==> config.mk <==
export PLATFORM = sky130hd
export DESIGN_NAME = cfg_write_arbiter
export DESIGN_NICKNAME = d
export VERILOG_FILES = /design/src/rtl/cfg_pkg.sv /design/src/rtl/rr_arbiter2.sv /design/src/rtl/cfg_write_arbiter.sv
export SDC_FILE = /design/constraint.sdc
export NUM_CORES = 1
export LEC_CHECK = 0
export ABC_CLOCK_PERIOD_IN_PS = 1700
export BUFFER_PORTS_ARGS = -buffer_cell sky130_fd_sc_hd__buf_2
export CORE_ASPECT_RATIO = 0.7
export CORE_UTILIZATION = 46
export DETAILED_ROUTE_END_ITERATION = 7
export GPL_TIMING_DRIVEN = 0
export PLACE_DENSITY = 0.82
export SLEW_MARGIN = 10
export SYNTH_ARGS = -nofsm -noshare
export SYNTH_HDL_FRONTEND = slang
export SYNTH_HIERARCHICAL = 1
export SYNTH_SLANG_ARGS = --single-unit
==> constraint.sdc <==
create_clock -name clk -period 1.7 [get_ports clk]
set_input_delay 0.255 -clock clk [delete_from_list [all_inputs] [get_ports clk]]
set_output_delay 0.255 -clock clk [all_outputs]
set_load 0.05 [all_outputs]
==> src/rtl/cfg_pkg.sv <==
// rtl/cfg_pkg.sv - shared types and constants for the configuration write arbiter
package cfg_pkg;

  typedef enum logic [1:0] {
    IDLE        = 2'd0,
    COMMIT      = 2'd1,
    WAIT_PERIOD = 2'd2
  } cfg_state_e;

  localparam logic [6:0] ADDR_EN_OUT_LO = 7'd0;
  localparam logic [6:0] ADDR_EN_OUT_HI = 7'd1;
  localparam logic [6:0] ADDR_EN_PWM_LO = 7'd2;
  localparam logic [6:0] ADDR_EN_PWM_HI = 7'd3;
  localparam logic [6:0] ADDR_DUTY      = 7'd4;

  localparam int NUM_REGS = 5;

endpackage

==> src/rtl/rr_arbiter2.sv <==
// rtl/rr_arbiter2.sv - two-way round-robin arbiter with one-hot grant
// On a tie the requester that was not granted most recently wins.
module rr_arbiter2 (
  input  logic [1:0] valid_i,
  input  logic       en_i,
  input  logic       last_grant_i,
  output logic [1:0] grant_o
);

  assign grant_o[0] = en_i & valid_i[0] & (~valid_i[1] | last_grant_i);
  assign grant_o[1] = en_i & valid_i[1] & (~valid_i[0] | ~last_grant_i);

endmodule

==> src/rtl/cfg_write_arbiter.sv <==
// rtl/cfg_write_arbiter.sv - serialises SPI and host writes into the PWM/output config registers
// Duty-cycle writes can be held until a PWM period boundary so duty never changes mid-period.
module cfg_write_arbiter
  import cfg_pkg::*;
#(
  parameter int         SYNC_DUTY  = 1,
  parameter logic [7:0] RESET_DUTY = 8'h00
) (
  input  logic       clk,
  input  logic       rst,
  input  logic       s_valid,
  input  logic [6:0] s_addr,
  input  logic [7:0] s_data,
  output logic       s_ready,
  input  logic       h_valid,
  input  logic [6:0] h_addr,
  input  logic [7:0] h_data,
  output logic       h_ready,
  input  logic       period_end,
  output logic [7:0] en_reg_out_7_0,
  output logic [7:0] en_reg_out_15_8,
  output logic [7:0] en_reg_pwm_7_0,
  output logic [7:0] en_reg_pwm_15_8,
  output logic [7:0] pwm_duty_cycle,
  output logic [4:0] wr_strobe,
  output logic       addr_err
);

  cfg_state_e                   state_q, state_d;
  logic                         last_grant_q;
  logic [6:0]                   pend_addr_q;
  logic [7:0]                   pend_data_q;
  logic [NUM_REGS-1:0][7:0]     regs_q;
  logic [NUM_REGS-1:0]          wr_strobe_q;
  logic                         addr_err_q;
  logic [1:0]                   grant;
  logic                         arb_en;
  logic                         xfer;
  logic [6:0]                   req_addr;
  logic [7:0]                   req_data;

  // Ready is forced low during reset even though the state already reads IDLE.
  assign arb_en = (state_q == IDLE) && !rst;

  rr_arbiter2 u_arb (
    .valid_i      ({h_valid, s_valid}),
    .en_i         (arb_en),
    .last_grant_i (last_grant_q),
    .grant_o      (grant)
  );

  assign s_ready  = grant[0];
  assign h_ready  = grant[1];
  assign xfer     = |grant;
  assign req_addr = grant[1] ? h_addr : s_addr;
  assign req_data = grant[1] ? h_data : s_data;

  always_comb begin
    state_d = state_q;
    case (state_q)
      IDLE: begin
        if (xfer) begin
          state_d = (req_addr == ADDR_DUTY && SYNC_DUTY != 0) ? WAIT_PERIOD : COMMIT;
        end
      end
      COMMIT:      state_d = IDLE;
      WAIT_PERIOD: if (period_end) state_d = COMMIT;
      default:     state_d = IDLE;
    endcase
  end

  always_ff @(posedge clk or posedge rst) begin
    if (rst) begin
      state_q      <= IDLE;
      last_grant_q <= 1'b1;
      pend_addr_q  <= '0;
      pend_data_q  <= '0;
      regs_q       <= '0;
      regs_q[3'(ADDR_DUTY)] <= RESET_DUTY;
      wr_strobe_q  <= '0;
      addr_err_q   <= 1'b0;
    end else begin
      state_q     <= state_d;
      wr_strobe_q <= '0;
      addr_err_q  <= 1'b0;
      if (state_q == IDLE && xfer) begin
        pend_addr_q  <= req_addr;
        pend_data_q  <= req_data;
        last_grant_q <= grant[1];
      end
      if (state_q == COMMIT) begin
        if (pend_addr_q < 7'(NUM_REGS)) begin
          for (int i = 0; i < NUM_REGS; i++) begin
            if (pend_addr_q == 7'(i)) begin
              regs_q[i]      <= pend_data_q;
              wr_strobe_q[i] <= 1'b1;
            end
          end
        end else begin
          addr_err_q <= 1'b1;
        end
      end
    end
  end

  assign en_reg_out_7_0  = regs_q[3'(ADDR_EN_OUT_LO)];
  assign en_reg_out_15_8 = regs_q[3'(ADDR_EN_OUT_HI)];
  assign en_reg_pwm_7_0  = regs_q[3'(ADDR_EN_PWM_LO)];
  assign en_reg_pwm_15_8 = regs_q[3'(ADDR_EN_PWM_HI)];
  assign pwm_duty_cycle  = regs_q[3'(ADDR_DUTY)];
  assign wr_strobe       = wr_strobe_q;
  assign addr_err        = addr_err_q;

endmodule
==> reports/metrics.yaml, run 1 <==
status:
  status: "finished with violations"
  violations: "negative setup slack"
die:
  dieArea_sq_mm: 0.00612
  die_h_um: 65.8
  fp.dieW_um: 93.1
  start_util_pct: 49.3
  core_area_sq_mm: 0.00542
  core.rowCount: 22
  io_pins: 83
logic_synthesis:
  synthAdderAreaFrac_pct: 0
  ys_warn_count: 6
  synth_xor_area_share_pct: 0
  synth_top_family_by_area: "multiplexers"
  synthSimpleGateAreaFrac_pct: 9.55
  synth_compound_area_share_pct: 4.54
  syn-num-nets: 229
  ys_ff_latch: 64
  ys_top_cells_by_area: "dfrtp_1 (59%), mux2_2 (13%), mux2i_1 (5.6%)"
  netlist.top_cell.by_area: "dfrtp_1"
  netlist_area_sq_mm: 0.00267
  synthMuxAreaShare_pct: 23.6
  synth_seq_area_share_pct: 60.0
  syn_area_per_cell_sq_um: 13.8
  synth.top_cell.area_share_pct: 59.0
  netlist_instances: 194
  yosysUniqueCellTypes: 33
sta:
  tightest_slew_ns: 0.821
  rsz0062_at_grt: "true"
  finalSetupViolCount: 59
  maxSlewHeadroom_pct: 45.1
  clock-skew-final_ns: 0.00927
  hold_viol_final: 0
  min_period_over_period_pct: 109
  setup_ws_ns: -0.157
  final.min_clock_period_ns: 1.86
  slew_viol_final: 0
  fmax_mhz: 539
  setup_tns_ns: -4.36
global_routing:
  grt_max_degree: 39
  grt_pass1_wl_um: 10000
  grt_pass1_vias: 2005
  grt-ovfl-total: 0
  grt_antenna_before_repair: 0
  grt_usage_pct: 22.8
pwr:
  power_mw: 5.27
  leakage_nw: 2.10
  power_per_cell_area_mw_per_mm2: 1310
  irDropWorstVdd_mv: 0.939
detailed_routing:
  drt_pass1_iterations: 4
  wire_per_inst_um: 18.8
  totalWireLength_um: 7260
  routed_via_density: 5.26
  dr_total_vias: 2037
  drtIter0Drc: 105
  drc: 0
  antenna_left: 0
place:
  dp_cells: 349
  hpwlAfterDp_um: 4220
  finalWeightedCongestion: 0.740
  portBuffers: 82
  place_ws_ns: -0.210
cells_and_area:
  mostFrequentLayoutCell: "buf_2"
  fillers: 330
  area_growth_pct: 50.1
  final_cells: 387
  mostFrequentLayoutCells: "buf_2 (80), dfrtp_1 (62), mux2_2 (31)"
  layout-drive-gt1-share_pct: 67.0
  multiInputGateArea_sq_mm: 0.00130
  insertedDiodeCount: 0
  final_nets: 345
  regArea_sq_mm: 0.00160
clock_network:
  tritoncts: "yes"
  cts.sinks: 64
  cts_hold_buf: 0
  cts_max_path_buffers: 2
  path_clk_slew_ns: 0.07
  cts_made_buffers: 9
  clk_latency_ns: 0.34
  clock-root-buffer: "clkbuf_8"
  htree_levels: 3
critical_path:
  required_ns: 1.96
  crit_fanout: 7
  timing.critical_path.from_type: "register"
  reg2reg_depth: 8
  cp.arrival_ns: 2.12
  worst_setup_path_end_kind: "register"
  crit_type: "reg2reg"
run:
  max-cap-violations: 0
hold_path:
  hp-class: "in2async"
-- area by class of cell --
class / count / share of cell area (%)
clock buffers: 12 / 3.62
inverters: 5 / 0.561
clock inverters: 4 / 1.12
multi-input cells: 120 / 32.4
plain buffers: 7 / 2.78
well taps: 72 / 2.25
repair buffers: 103 / 17.3
flip-flops and latches: 64 / 40.0
-- critical path, stage by stage (launching register included) --
cell,delay (ns)
dfrtp_2,0.44
nor3_4,0.23
nand2_2,0.09
a21oi_4,0.21
buf_8,0.17
o21a_4,0.23
buf_8,0.16
nor2_1,0.06
a21oi_1,0.18
-- final timing paths --
check | slack (ns) | start | end
setup / recovery | -0.16 | state_q[0]$_DFFE_PP0P_ | pend_addr_q[0]$_DFFE_PP0P_
hold / removal | 0.1 | rst | en_reg_out_7_0[2]$_DFFE_PP0P_
setup reg to reg | -0.16 | state_q[0]$_DFFE_PP0P_ | pend_addr_q[0]$_DFFE_PP0P_
hold reg to reg | 0.50 | en_reg_pwm_7_0[5]$_DFFE_PP0P_ | en_reg_pwm_7_0[5]$_DFFE_PP0P_
max in group asynchronous | 0.94 | rst | last_grant_q$_DFFE_PP1P_
min in group clk | 0.17 | period_end | state_q[0]$_DFFE_PP0P_
-- power by group --
part	total (mW)	switching [mW]	internal, mW
Combinational	1.75	1.00	0.750
Clock	1.27	0.557	0.710
Sequential	2.25	0.419	1.83
-- synth_stat cells --
| library cell | n |
|---|---|
| dfrtp_1 | 63 |
| mux2_2 | 32 |
| a21oi_1 | 17 |
| nor2_1 | 17 |
| mux2i_1 | 15 |
| mux2_4 | 8 |
| nand2_1 | 7 |
| inv_1 | 5 |
| buf_1 | 3 |
| buf_2 | 2 |
| nand3b_4 | 2 |
| nor4_1 | 2 |
| a21boi_0 | 1 |
| a21o_1 | 1 |
| a22o_1 | 1 |
| and3_4 | 1 |
| and3b_1 | 1 |
| and4_1 | 1 |
| buf_4 | 1 |
| buf_8 | 1 |
| dfstp_2 | 1 |
| nand2_2 | 1 |
| nand3_1 | 1 |
| nand3b_1 | 1 |
| nand4_1 | 1 |
| nor2b_1 | 1 |
| nor3_1 | 1 |
| nor3b_1 | 1 |
| nor4_4 | 1 |
| nor4b_1 | 1 |
| nor4bb_1 | 1 |
| o21a_1 | 1 |
| o21ai_0 | 1 |
-- cell families after synthesis --
group | count (synthesis)
AO/OA/AOI/OAI | 22
multiplexers | 55
AND/OR/NAND/NOR | 41
buffers and inverters | 12
flip-flops | 64
-- routing by layer --
| metal | track usage [%] | share of wire [%] | up-vias |
|---|---|---|---|
| met3 | 9.08 | 5.8 | 6 |
| li1 | - | - | 929 |
| met4 | 6.35 | 0.58 | 0 |
| met2 | 37.3 | 49 | 70 |
| met1 | 28.1 | 44 | 1032 |
| met5 | 0 | 0 | - |
-- flip-flops by register name, summed over array words and instances, names as in the netlist --
name             cells
addr_err             1
en_reg_out_15_8      8
en_reg_out_7_0       8
en_reg_pwm_15_8      8
en_reg_pwm_7_0       8
last_grant_q         1
pend_addr_q          7
pend_data_q          8
pwm_duty_cycle       8
state_q              2
wr_strobe            5
-- repair_timing --
action | 4_1_cts | 5_1_grt
buffers inserted | 7 | 9
setup endpoints to repair | 47 | 61
gates cloned | 1 | 6
pin swaps | 3 | 5
resized for setup | 14 | 54
-- metrics by stage --
stage	hold WS (ns)	util, %	cell area, sq um
3_3_place_gp	0.483	59.9	3250
4_1_cts	0.107	66.4	3600
3_5_place_dp	0.475	60.2	3270
5_1_grt	0.145	74.0	4010
2_1_floorplan	0.386	-	2750
6_report	0.0993	74.0	4010
(Power assumes the default switching activity.)
==> run 2: changes to the inputs <==
- CORE_UTILIZATION: 46 -> 47
- CTS_BUF_LIST: unset -> sky130_fd_sc_hd__clkbuf_8
- PLACE_DENSITY: 0.82 -> 0.83
- SETUP_SLACK_MARGIN: unset -> 0.2
==> reports/metrics.yaml, run 2 (same netlist as run 1, synthesis figures left out) <==
sta:
  min_period_over_period_pct: 109  # about the same
  clock-skew-final_ns: 0.00639  # was 0.00927 ns
  slew_viol_final: 0  # unchanged
  fmax_mhz: 540  # was 539 MHz
  tightest_slew_ns: 0.682  # was 0.821 ns
  rsz0062_at_grt: "true"  # unchanged
  finalSetupViolCount: 45  # was 59
  holdWs_ns: 0.0434  # was 0.0993 ns
  final.min_clock_period_ns: 1.85  # was 1.86 ns
  hold_viol_final: 0  # unchanged
  maxSlewHeadroom_pct: 54.4  # was 45.1%
  setup_ws_ns: -0.151  # was -0.157 ns
global_routing:
  grt_usage_pct: 24.0  # was 22.8%
  grt-ovfl-total: 0  # unchanged
  grt_max_degree: 34  # was 39
  grt_pass1_vias: 1955  # was 2,005
  grt_antenna_before_repair: 0  # unchanged
  grt_pass1_wl_um: 10400  # was 10,000 um
die:
  core.rowCount: 22  # unchanged
  core_area_sq_mm: 0.00537  # was 0.00542 sq mm
  fp.dieW_um: 92.1  # was 93.1 um
  dieArea_sq_mm: 0.00600  # was 0.00612 sq mm
  io_pins: 83  # unchanged
  die_h_um: 65.1  # was 65.8 um
  start_util_pct: 49.8  # was 49.3%
critical_path:
  crit_fanout: 5  # was 7
  path_buf_inv: 2  # unchanged
  timing.critical_path.from_type: "register"  # unchanged
  cpPeakStageDelay_ns: 0.41  # was 0.44 ns
  crit_chain: "nor4_4 -> and3b_1 -> buf_6 -> and3_4 -> buf_12 -> mux2_4"  # was nor3_4 -> nand2_2 -> a21oi_4 -> buf_8 -> o21a_4 -> buf_8 -> nor2_1 -> a21oi_1
  reg2reg_depth: 6  # was 8
  crit_type: "reg2reg"  # unchanged
  cp.arrival_ns: 2.07  # was 2.12 ns
  worst_setup_path_end_kind: "register"  # unchanged
  cpLargestDelayFamily: "simple AND/OR/NAND/NOR gates"  # was compound AO/OA/AOI/OAI gates
  required_ns: 1.92  # was 1.96 ns
  worst-path-stages: 6  # was 8
  cp_slowest_cell: "dfrtp_1"  # was dfrtp_2
clock_network:
  clk_latency_ns: 0.33  # was 0.34 ns
  htree_levels: 3  # unchanged
  path_clk_slew_ns: 0.07  # about the same
  cts_max_path_buffers: 2  # unchanged
  cts_hold_buf: 0  # unchanged
  cts.sinks: 64  # unchanged
  clock-root-buffer: "clkbuf_8"  # unchanged
  tritoncts: "yes"  # unchanged
  cts_made_buffers: 9  # unchanged
cells_and_area:
  insertedDiodeCount: 0  # unchanged
  final_cell_area_sq_mm: 0.00411  # was 0.00401 sq mm
  fillers: 320  # was 330
  layout-drive-gt1-share_pct: 68.0  # was 67.0%
  final_nets: 346  # was 345
  mostFrequentLayoutCells: "buf_2 (80), dfrtp_1 (63), mux2_2 (27)"  # was buf_2 (80), dfrtp_1 (62), mux2_2 (31)
  mostFrequentLayoutCell: "buf_2"  # unchanged
  area_growth_pct: 53.8  # was 50.1%
detailed_routing:
  wire_per_inst_um: 18.5  # was 18.8 um
  drc: 0  # unchanged
  drt_pass1_iterations: 4  # unchanged
  drtIter0Drc: 72  # was 105
  dr_total_vias: 2066  # was 2,037
  antenna_left: 0  # unchanged
  routed_via_density: 5.32  # was 5.26
  totalWireLength_um: 7180  # was 7260 um
hold_path:
  hp-class: "in2async"  # unchanged
run:
  max-cap-violations: 0  # unchanged
pwr:
  leakage_nw: 2.15  # was 2.10 nW
  irDropWorstVdd_mv: 0.905  # was 0.939 mV
  power_per_cell_area_mw_per_mm2: 1380  # was 1310 mW/mm^2
place:
  portBuffers: 82  # unchanged
  hpwlAfterDp_um: 4070  # was 4220 um
  finalWeightedCongestion: 0.693  # was 0.740
  dpl_cell_area_sq_mm: 0.00328  # was 0.00327 sq mm
status:
  status: "finished with violations"  # unchanged
  violations: "negative setup slack"  # unchanged
==> run 2: layer usage <==
layer	wire, um	GRT usage (%)	vias up
met5	0	0	-
met3	436	6.60	8
met1	3220	33.4	1039
met2	3420	36.0	90
met4	110	9.18	0
li1	-	-	929
==> run 2: final cells by class <==
class	instances	area (sq um)	share of cell area, %
inverters	5	22.5	0.548
plain buffers	7	111	2.71
repair buffers	104	716	17.4
clock inverters	5	103	2.50
flip-flops and latches	64	1600	39.0
well taps	72	90.1	2.19
clock buffers	11	151	3.68
multi-input cells	120	1320	32.0
==> run 2: power by group <==
group	total, mW	internal (mW)	switching (mW)
clock	1.64	1.05	0.587
combinational	1.80	0.793	1.00
sequential	2.26	1.83	0.428
total	5.69	3.68	2.02
==> run 2: stage by stage <==
stage | util, % | instances | setup WS, ns | total power, mW | TNS [ns]
5_1_grt | 76.6 | 388 | -0.195 | 5.93 | -7.37
3_5_place_dp | 61.1 | 349 | -0.180 | 3.47 | -3.57
3_3_place_gp | 60.7 | 348 | -0.136 | 3.40 | -2.29
4_1_cts | 71.9 | 384 | -0.102 | 5.38 | -2.37
6_report | 76.6 | 388 | -0.151 | 5.69 | -3.07
2_1_floorplan | - | 194 | -0.0390 | 3.10 | -0.703
==> run 2: path summary, 6_finish.rpt <==
path | startpoint | endpoint | slack, ns
min | rst | en_reg_pwm_15_8[4]$_DFFE_PP0P_ | 0.04
max reg2reg | pend_addr_q[3]$_DFFE_PP0P_ | en_reg_pwm_15_8[1]$_DFFE_PP0P_ | -0.15
max | pend_addr_q[3]$_DFFE_PP0P_ | en_reg_pwm_15_8[1]$_DFFE_PP0P_ | -0.15
min reg2reg | en_reg_pwm_7_0[3]$_DFFE_PP0P_ | en_reg_pwm_7_0[3]$_DFFE_PP0P_ | 0.51
min in group clk | period_end | state_q[0]$_DFFE_PP0P_ | 0.18
max in group asynchronous | rst | en_reg_out_15_8[2]$_DFFE_PP0P_ | 1.07
==> run 2: repair_timing <==
item | 4_1_cts | 5_1_grt
buffers inserted | 15 | 2
gates resized for setup | 35 | 42
hold endpoints to repair | 0 | 0
gates cloned | 4 | 2
endpoints found under the setup margin | 60 | 64
pin swaps | 13 | 7
